File: config.mk
export PLATFORM = sky130hd
export DESIGN_NAME = mem_access_unit
export DESIGN_NICKNAME = d
export VERILOG_FILES = /design/src/rtl/mem_access_unit.sv
export SDC_FILE = /design/constraint.sdc
export NUM_CORES = 1
export LEC_CHECK = 0
export BUFFER_PORTS_ARGS = -buffer_cell sky130_fd_sc_hd__buf_2
export CAP_MARGIN = 20
export CELL_PAD_IN_SITES_DETAIL_PLACEMENT = 0
export CELL_PAD_IN_SITES_GLOBAL_PLACEMENT = 1
export CORE_MARGIN = 3
export CORE_UTILIZATION = 33
export CTS_CLUSTER_SIZE = 20
export DETAILED_ROUTE_END_ITERATION = 8
export GPL_TIMING_DRIVEN = 0
export PLACE_DENSITY_LB_ADDON = 0.1
export SLEW_MARGIN = 15
export SYNTH_ARGS = -nofsm -noshare
export SYNTH_HDL_FRONTEND = slang
export SYNTH_SLANG_ARGS = --single-unit
export TNS_END_PERCENT = 20
File: constraint.sdc
create_clock -name clk -period 2.34 [get_ports clk]
set_input_delay 0.117 -clock clk [delete_from_list [all_inputs] [get_ports clk]]
set_output_delay 0.117 -clock clk [all_outputs]
set_load 0.02 [all_outputs]
File: src/rtl/mem_access_unit.sv
// Load/store unit bridging a controller to a word-wide request/ack bus.
// Define MISALIGN_TRAP_EN to trap misaligned half/word accesses instead of truncating the address.
module mem_access_unit (
   input  logic        clk,
   input  logic        rst,
   input  logic        mem_read,
   input  logic        mem_write,
   input  logic [1:0]  data_length,
   input  logic        load_unsigned,
   input  logic [31:0] addr,
   input  logic [31:0] wdata,
   output logic [31:0] rdata,
   output logic        done,
   output logic        err,
   output logic        busy,
   output logic        bus_req,
   output logic        bus_we,
   output logic [31:0] bus_addr,
   output logic [31:0] bus_wdata,
   output logic [3:0]  bus_be,
   input  logic        bus_ack,
   input  logic [31:0] bus_rdata
);

   localparam logic [1:0] LEN_WORD = 2'b00;
   localparam logic [1:0] LEN_HALF = 2'b01;
   localparam logic [1:0] LEN_BYTE = 2'b10;

   typedef enum logic [1:0] {
      IDLE = 2'd0,
      REQ  = 2'd1,
      RESP = 2'd2
   } state_t;

   state_t      state;
   logic [3:0]  wait_cnt;
   logic [1:0]  len_q;
   logic        uns_q;
   logic [1:0]  off_q;
   logic        write_q;
   logic        accept;
   logic [1:0]  len_in;
   logic [1:0]  off_in;

   // The reserved size code behaves as a full word everywhere downstream.
   function automatic logic [1:0] norm_len(input logic [1:0] len);
      return (len == 2'b11) ? LEN_WORD : len;
   endfunction

   // Byte offset actually used: low bits a half/word cannot honour are cleared.
   function automatic logic [1:0] eff_off(input logic [1:0] len, input logic [1:0] a);
      case (len)
         LEN_BYTE: return a;
         LEN_HALF: return {a[1], 1'b0};
         default:  return 2'b00;
      endcase
   endfunction

   function automatic logic [3:0] calc_be(input logic [1:0] len, input logic [1:0] off);
      case (len)
         LEN_BYTE: return 4'b0001 << off;
         LEN_HALF: return 4'b0011 << {off[1], 1'b0};
         default:  return 4'b1111;
      endcase
   endfunction

   function automatic logic [31:0] calc_wdata(input logic [1:0] len, input logic [31:0] wd);
      case (len)
         LEN_BYTE: return {4{wd[7:0]}};
         LEN_HALF: return {2{wd[15:0]}};
         default:  return wd;
      endcase
   endfunction

   function automatic logic [31:0] extract_load(input logic [1:0]  len,
                                                input logic        uns,
                                                input logic [1:0]  off,
                                                input logic [31:0] raw);
      logic [7:0]  b;
      logic [15:0] h;
      case (off)
         2'd0:    b = raw[7:0];
         2'd1:    b = raw[15:8];
         2'd2:    b = raw[23:16];
         default: b = raw[31:24];
      endcase
      h = off[1] ? raw[31:16] : raw[15:0];
      case (len)
         LEN_BYTE: return {{24{b[7] & ~uns}}, b};
         LEN_HALF: return {{16{h[15] & ~uns}}, h};
         default:  return raw;
      endcase
   endfunction

`ifdef MISALIGN_TRAP_EN
   function automatic logic misaligned(input logic [1:0] len, input logic [1:0] a);
      case (len)
         LEN_HALF: return a[0];
         LEN_WORD: return |a;
         default:  return 1'b0;
      endcase
   endfunction
`endif

   assign accept = (state == IDLE) && (mem_read || mem_write);
   assign len_in = norm_len(data_length);
   assign off_in = eff_off(len_in, addr[1:0]);

   // NOTE: sequential state uses non-blocking assignments only, so every
   // register samples the pre-edge value of every other register.
   always_ff @(posedge clk) begin
      // NOTE: reset is synchronous; rst is only looked at on the rising edge.
      if (rst) begin
         state     <= IDLE;
         wait_cnt  <= 4'd0;
         len_q     <= LEN_WORD;
         uns_q     <= 1'b0;
         off_q     <= 2'b00;
         write_q   <= 1'b0;
         rdata     <= 32'd0;
         done      <= 1'b0;
         err       <= 1'b0;
         busy      <= 1'b0;
         bus_req   <= 1'b0;
         bus_we    <= 1'b0;
         bus_addr  <= 32'd0;
         bus_wdata <= 32'd0;
         bus_be    <= 4'd0;
      end else begin
         done <= 1'b0;
         err  <= 1'b0;
         case (state)
            IDLE: begin
               if (accept) begin
                  // A simultaneous read and write resolves to the store.
                  write_q   <= mem_write;
                  len_q     <= len_in;
                  uns_q     <= load_unsigned;
                  off_q     <= off_in;
                  wait_cnt  <= 4'd0;
                  busy      <= 1'b1;
                  bus_we    <= mem_write;
                  bus_addr  <= {addr[31:2], 2'b00};
                  bus_be    <= calc_be(len_in, off_in);
                  bus_wdata <= calc_wdata(len_in, wdata);
`ifdef MISALIGN_TRAP_EN
                  if (misaligned(len_in, addr[1:0])) begin
                     state <= RESP;
                     done  <= 1'b1;
                     err   <= 1'b1;
                  end else begin
                     state   <= REQ;
                     bus_req <= 1'b1;
                  end
`else
                  state   <= REQ;
                  bus_req <= 1'b1;
`endif
               end
            end

            REQ: begin
               // An ack on the last allowed cycle still counts as success.
               if (bus_ack) begin
                  bus_req <= 1'b0;
                  done    <= 1'b1;
                  state   <= RESP;
                  if (!write_q) begin
                     rdata <= extract_load(len_q, uns_q, off_q, bus_rdata);
                  end
               end else if (wait_cnt == 4'd15) begin
                  bus_req <= 1'b0;
                  done    <= 1'b1;
                  err     <= 1'b1;
                  state   <= RESP;
               end else begin
                  wait_cnt <= wait_cnt + 4'd1;
               end
            end

            RESP: begin
               busy  <= 1'b0;
               state <= IDLE;
            end

            default: begin
               busy    <= 1'b0;
               bus_req <= 1'b0;
               state   <= IDLE;
            end
         endcase
      end
   end

endmodule
# [Yosys cells after proc, flatten, opt, wreduce, memory -nomap -nowiden]
# Cells that the tools add are included.
[totals] input_bits=104 output_inout_bits=105 register_bits=114 wordCells=76
[op_classes] n_reduce_logical=13 mux=26 addsub=1 n_shift=2 eq_ne=14 n_bitwise=6
[op_table] op="$pmux W32 S2" n=2
[op_table] op="$mux W8" n=4
[op_table] op="$pmux W8 S3" n=1
[op_table] op="$mux W16" n=1
[op_table] op="$pmux W4 S2" n=2
[op_table] op="$mux W4" n=3
[op_table] op="$eq A2 B2 Y1 const B" n=5
[op_table] op="$eq A2 B1 Y1 const B" n=4
[op_table] op="$mux W2" n=4
[op_table] op="$pmux W2 S2" n=2
[op_table] op="$ne A2 B2 Y1 const B" n=3
[op_table] op="$reduce_and A2 Y1" n=3
[op_table] op="$reduce_and A3 Y1" n=2
[op_table] op="$mux W1" n=5
[op_table] op="$add A4 B1 Y4 const B" n=1
[op_table] op="$eq A4 B4 Y1 const B" n=1
[op_table] op="$logic_not A2 Y1" n=2
[op_table] op="$not A1 Y1" n=4
[op_table] op="$reduce_and A4 Y1" n=1
[op_table] op="$shl A1 B2 Y4 const A" n=1
[op_table] op="$shl A2 B2 Y4 const A" n=1
[op_table] op="$ne A3 B3 Y1 const B" n=1
[op_table] op="$pmux W1 S3" n=1
[op_table] op="$reduce_or A3 Y1" n=1
[op_table] op="6 further kinds" n=7

# [Longest topological paths before layout]
# Gate-level depths: netlist (run 1).
[depth] ltp_word=8 mapped_depth=7 depth_no_buf=6

# [Worst setup path after synthesis (run 1)]
# No wires, ideal clock.
[synth_timing] path_kind="register to register" startpoint="reg state[1]" endpoint="reg rdata[17]" arrival_ns=1.499 synth_period_minus_slack_ns=1.633 path_stages_with_launch=6 slack_ns=0.707 path_cell_list="dfxtp_1 -> nand2b_4 -> or3b_4 -> o31ai_4 -> buf_6 -> a211oi_1"
[synth_between] elab_chain_cells=2
[synth_rtl] element="from (decl)" line="35" source="state_t state;"
[synth_rtl] element="from (signal assigned)" line="114" source="state <= IDLE;"
[synth_rtl] element="from (signal assigned)" line="156" source="state <= REQ;"
[synth_rtl] element="from (signal assigned)" line="167" source="state <= RESP;"
[synth_rtl] element="$eq A2 B1 Y1" line="132" source="case (state)"
[synth_rtl] element="$reduce_and A3 Y1 (no line)"
[synth_rtl] element="to (signal assigned)" line="169" source="rdata <= extract_load(len_q, uns_q, off_q, bus_rdata);"
[synth_rtl] element="to (decl)" line="12" source="output logic [31:0] rdata,"
# Every way passes these cells.
# A chain may end at the register's enable or synchronous reset.

# [Final worst setup path (run 1)]
[layout_timing] startpoint="in mem_write" endpoint="reg bus_wdata[15]"
[layout_between] elab_chain_cells=3
[layout_rtl] element="from (decl)" line="7" source="input logic mem_write,"
[layout_rtl] element="$logic_or A1 B1 Y1" line="105" source="assign accept = (state == IDLE) && (mem_read || mem_write);"
[layout_rtl] element="$logic_and A1 B1 Y1" line="105"
[layout_rtl] element="$reduce_and A2 Y1 (no line)"
[layout_rtl] element="to (signal assigned)" line="145" source="bus_wdata <= calc_wdata(len_in, wdata);"
[layout_rtl] element="to (decl)" line="19" source="output logic [31:0] bus_wdata,"
# Every way passes these cells.

==> results.sh, run 1 <==
export IMPL_fillers=1305
export IMPL_yosysTopAreaCell="dfxtp_1"
export IMPL_setup_viol=0
export IMPL_synth_top_cells_by_count="nand2_1, dfxtp_1, nor2_1, a21oi_1, clkbuf_1"
export IMPL_grt_overflow=0
export IMPL_clk_insertion_delay_late_ps=410
export IMPL_cts_path_max_buffers=2
export IMPL_vias=5366
export IMPL_fp_dieArea_sq_um=16100
export IMPL_antenna_found_initial=0
export IMPL_antenna_cells=0
export IMPL_io_buffers=205
export IMPL_antenna_left=0
export IMPL_grt_start_max_net_pins=17
export IMPL_drtPass1Iterations=5
export IMPL_hold_class="input port to flip-flop"
export IMPL_vias_per_cell=4.93
export IMPL_fmax_ghz=0.489
export IMPL_slew_headroom=0.519
export IMPL_grt_use_total=0.212
export IMPL_cp_cell_sequence="dlygate4sd3_1 > buf_2 > or2_2 > nand2_1 > clkbuf_1 > nor2_1 > a211oi_1"
export IMPL_r2r_slack_ps=360
export IMPL_cts_tree="done"
export IMPL_cp_top_family="buffers and inverters"
export IMPL_path_max_fanout=10
export IMPL_drv_cap=0
export IMPL_fin_util=0.528
export IMPL_period_needed_ps=2040
export IMPL_seq_area_frac_synth=0.473
export IMPL_power_leakage_nw=3.37
export IMPL_end_kind="flip-flop"
export IMPL_rows=43
export IMPL_grt_pass1_vias=5333
export IMPL_synth_top_cell_area_share=0.473
export IMPL_synthMostInstantiatedCell="nand2_1"
export IMPL_pwr_density_cell_nw_per_um2=780
export IMPL_gp_congestion=0.854
export IMPL_worst_clock_skew_ps=6.74
export IMPL_yosys_warnings=0
export IMPL_ir_drop_v=0.000469
export IMPL_netlist_top_cells_area="dfxtp_1, nand2_1, a211oi_1"
export IMPL_slowest_delay_ps=540
export IMPL_io_pins=209
export IMPL_areaGrowthSynthToFinish_pct=54.3
export IMPL_cts_sinks=114
export IMPL_floorplan_initialDensity=0.342
export IMPL_worstMarginPinSlew_ps=719
export IMPL_final_hold_viol_count=0
export IMPL_route_detailed_drc=0
export IMPL_final_setup_tns_ps=0
export IMPL_syn_inst=589
export IMPL_start_kind="input port"
export IMPL_ys_ff_latch=114
export IMPL_core_sq_um=14100
export IMPL_syn_avg_cell_area_sq_um=8.20
export IMPL_path_buf_inv=3
export IMPL_critical_path_required_ps=2660
export IMPL_cp_arrival_ps=2360
export IMPL_routed_wl_mm=17.2
export IMPL_outcome="finished clean"
export IMPL_clk_pin_slew_ps=50
export IMPL_dp_hpwl_mm=12.5
export IMPL_die_w_microns=127
export IMPL_path_class="input port to flip-flop"
export IMPL_cts_root_buffer="clkbuf_16"
export IMPL_numCtsBuffers=17
export IMPL_grt_pass1_wl_mm=27.0
export IMPL_first_iter_violations=269
export IMPL_synth_async_reset_ratio=0
export IMPL_synthFlopType="dfxtp_1"
export IMPL_ys_types=41
export IMPL_routedWlPerCell_microns=15.8
export IMPL_synth_area_sq_um=4830
export IMPL_htree_levels=4
export IMPL_worst_path_max_delay_cell="dlygate4sd3_1"
export IMPL_rsz0062_at_grt="no"
export IMPL_fp_dieH_microns=127
export IMPL_synth_enable_flop_cells=0
export IMPL_drv_slew=0
export IMPL_drive_above_1_share=0.282
export IMPL_num_nets_final=1006
export IMPL_fin_crit_sh=0.873
area by class of cell:
type	count	area, sq um	area share
inverters	7	26.3	0.00353
clock inverters	5	50.0	0.00672
well taps	180	225	0.0302
flip-flops and latches	114	2280	0.307
clock buffers	27	503	0.0676
multi-input cells	422	2320	0.311
repair buffers	286	1840	0.247
plain buffers	47	204	0.0274
where the power goes:
group,switching (mW),internal (mW),leakage [nW],total (mW)
sequential,0.0867,2.11,0.938,2.20
clock,0.850,1.56,0.275,2.41
combinational,0.732,0.464,2.16,1.20
total,1.67,4.14,3.37,5.81
metal layers:
layer	share of wire	up-vias	track usage
li1	-	2660	-
met1	0.44	2511	0.260
met2	0.47	176	0.349
met3	0.068	19	0.0695
met4	0.013	0	0.0776
met5	0	-	0
logic make-up (layout without fill, tap and decap cells):
| family | Yosys count | in the layout | synth area share |
|---|---|---|---|
| flops | 114 | 114 | 0.473 |
| other cells | 1 | 2 | 0.000777 |
| simple gates | 248 | 248 | 0.215 |
| fa+ha+maj | 7 | 7 | 0.0181 |
| compound gates | 154 | 154 | 0.221 |
| buf+inv | 54 | 372 | 0.0477 |
| mux | 11 | 11 | 0.0249 |
layout by cell type, fill, tap and decap left out, types with 4 or more instances in the layout:
cell type,instances
nand2_1,139
mux2_2,8
clkinv_2,4
dlygate4sd3_1,81
o21ai_0,13
nor2_1,70
o2bb2ai_1,7
inv_1,7
ha_1,7
buf_2,209
clkbuf_8,4
a22oi_1,10
clkbuf_1,45
dfxtp_1,114
nor3_1,16
nor2b_1,4
a221oi_1,22
clkbuf_16,17
a211oi_1,35
a21oi_1,51
o21bai_1,8
tightest hold or removal path, cell delays in order:
cell     delay (ps)
buf_2           120
nand3_1          80
a21oi_1          60
through the flow:
stage | instances | total power, mW | hold WS [ps] | worst slack, ps | area, sq um
3_5_place_dp | 975 | 3.33 | 326 | 314 | 6080
2_1_floorplan | 590 | 2.89 | 196 | 707 | 4830
3_3_place_gp | 975 | 3.31 | 319 | 315 | 6080
5_1_grt | 1088 | 6.09 | 15.7 | 150 | 7450
4_1_cts | 1088 | 5.86 | 0.685 | 295 | 7450
6_report | 1088 | 5.81 | 22.5 | 297 | 7450
sequential cells by signal (all words and copies together) (netlist names), 2 cells and up:
signal and count:
bus_addr 30, bus_be 4, bus_wdata 32, len_q 2, off_q 2, rdata 32
state 2, wait_cnt 4
timing repair:
| item | CTS | global route |
|---|---|---|
| gates resized for setup | 0 | 0 |
| hold endpoints to repair | 81 | 0 |
| hold buffers | 81 | 0 |
| buffers inserted | 0 | 0 |
final timing paths:
check,start,endpoint,cells past startpoint
hold / removal,addr[1],off_q[1],3
hold reg to reg,bus_addr[24],bus_addr[24],2
setup / recovery,mem_write,bus_wdata[15],7
setup reg to reg,state[1],bus_addr[23],6
No activity file was read; power rests on OpenSTA's default activity.
==> inputs of run 2 (changes only) <==
==> constraint.sdc (replaced) <==
create_clock -name clk -period 2.1 [get_ports clk]
set_input_delay 0.105 -clock clk [delete_from_list [all_inputs] [get_ports clk]]
set_output_delay 0.105 -clock clk [all_outputs]
set_load 0.02 [all_outputs]
==> run 2 against run 1 <==
Net effect:
- die area unchanged
- sequential power up 11%
- critical path depth unchanged
- clock power up 12%
- final area up 0.71%
- worst hold slack worse by 13 ps
- critical endpoint unchanged
- largest cell class unchanged
- highest routed layer unchanged
==> results.sh, run 2 (synthesis results as in run 1) <==
export IMPL_outcome="finished clean"
export IMPL_final_cell_mix="buf_2, nand2_1, dfxtp_1"
export IMPL_num_nets_final=1011
export IMPL_cp_arrival_ps=2340
export IMPL_hold_class="input port to flip-flop"
export IMPL_numCtsBuffers=17
export IMPL_slew_headroom=0.543
export IMPL_fp_dieArea_sq_um=16100
export IMPL_rows=43
export IMPL_p_comb_frac=0.207
export IMPL_fp_dieH_microns=127
export IMPL_antenna_cells=0
export IMPL_worstMarginPinSlew_ps=682
export IMPL_clk_insertion_delay_late_ps=410
export IMPL_p_switching_mw=1.86
export IMPL_drv_slew=0
export IMPL_dp_hpwl_mm=12.5
export IMPL_grt_start_max_net_pins=17
export IMPL_drv_cap=0
export IMPL_areaGrowthSynthToFinish_pct=55.3
export IMPL_final_hold_viol_count=0
export IMPL_final_setup_tns_ps=0
export IMPL_grt_pass1_wl_mm=27.1
export IMPL_dpl_cell_count=975
export IMPL_ir_drop_v=0.000531
export IMPL_rsz0062_at_grt="yes"
export IMPL_power_leakage_nw=3.40
export IMPL_clk_pin_slew_ps=50
export IMPL_r2r_start="state[1]"
export IMPL_min_path_cells=3
export IMPL_setup_ws_ps=76.7
export IMPL_gp_congestion=0.854
export IMPL_min_from="wdata[17]"
export IMPL_reg2reg_depth=6
export IMPL_route_detailed_drc=0
export IMPL_core_sq_um=14100
export IMPL_htree_levels=4
export IMPL_start_kind="input port"
export IMPL_die_w_microns=127
export IMPL_fin_area_sq_um=7500
export IMPL_path_class="input port to flip-flop"
export IMPL_p_clk_frac=0.415
export IMPL_routed_wl_mm=17.2
export IMPL_end_kind="flip-flop"
export IMPL_fmax_ghz=0.494
export IMPL_grt_pass1_vias=5358
export IMPL_dpl_cell_area_sq_um=6080
export IMPL_antenna_found_initial=0
export IMPL_pwr_density_cell_nw_per_um2=865
export IMPL_cts_sinks=114
export IMPL_fin_crit_sh=0.963
export IMPL_period_needed_ps=2020
export IMPL_io_pins=209
export IMPL_p_sw_frac=0.288
export IMPL_p_int_mw=4.62
export IMPL_routedWlPerCell_microns=15.8
export IMPL_final_common_cell="buf_2"
export IMPL_critical_path_required_ps=2420
export IMPL_drive_above_1_share=0.283
export IMPL_path_max_fanout=10
export IMPL_reg_top3="bus_wdata x32, rdata x32, bus_addr x30"
export IMPL_cts_tree="done"
export IMPL_cts_path_max_buffers=2
export IMPL_cts_root_buffer="clkbuf_16"
export IMPL_grt_use_total=0.213
export IMPL_instances_no_fill=1093
export IMPL_antenna_left=0
export IMPL_vias=5378
export IMPL_holdPathEnd="bus_wdata[17]"
export IMPL_grt_overflow=0
export IMPL_worst_clock_skew_ps=8.11
export IMPL_floorplan_initialDensity=0.342
export IMPL_vias_per_cell=4.92
export IMPL_fin_hold_ws_ps=9.11
export IMPL_io_buffers=205
export IMPL_r2r_slack_ps=130
export IMPL_seqPwrFrac=0.378
export IMPL_first_iter_violations=286
export IMPL_place_worst_setup_slack_ps=74.0
export IMPL_drtPass1Iterations=5
export IMPL_r2r_end="bus_be[3]"
export IMPL_setup_viol=0
[run 2: area by class of cell]
type	count	area, sq um
buffer	47	206
clock buffer	27	503
clock inverter	5	50.0
fill	1300	6600
inverter	7	26.3
multi-input combinational	422	2320
sequential	114	2280
tap	180	225
timing repair buffer	291	1890
[run 2: power groups by stage]
stage,registers (mW),logic [mW],clock network [mW]
final,2.45,1.34,2.69
after global routing,2.47,1.47,2.85
after CTS,2.45,1.35,2.75
after detailed placement,2.49,1.22,0
after global placement,2.48,1.21,0
after floorplan,2.70,0.528,0
[run 2: worst max-delay path, stage by stage]
cell and delay [ps]:
dlygate4sd3_1 530, buf_2 130, or2_2 310, nand2_1 410, clkbuf_1 460, nor2_1 160, a211oi_1 230
[run 2: what timing repair did]
action	in CTS	in global routing
setup buffers	0	0
endpoints found under the hold margin	85	0
hold buffers	86	0
endpoints found under the setup margin	0	43
resized for setup	0	5
[run 2: how the worst max path moves through the flow]
stage / start / end / depth (start not counted)
floorplan: state[1] / rdata[17] / 5
global placement: state[1] / bus_be[3] / 6
detailed placement: state[1] / bus_addr[23] / 6
CTS: state[1] / bus_addr[23] / 6
global route: state[1] / bus_be[3] / 6
finish: mem_write / bus_wdata[15] / 7
[run 2: per-stage QoR]
| step | power, mW | utilization |
|---|---|---|
| 2_1_floorplan | 3.23 | - |
| 3_3_place_gp | 3.69 | 0.431 |
| 3_5_place_dp | 3.71 | 0.431 |
| 4_1_cts | 6.54 | 0.532 |
| 5_1_grt | 6.80 | 0.532 |
| 6_report | 6.48 | 0.532 |
[run 2: layer usage]
metal  part of all wire  vias up  track usage
met3              0.071       26       0.0695
met5                  0        -            0
met2               0.47      178        0.350
met4              0.017        0       0.0776
li1                   -     2673            -
met1               0.44     2501        0.261
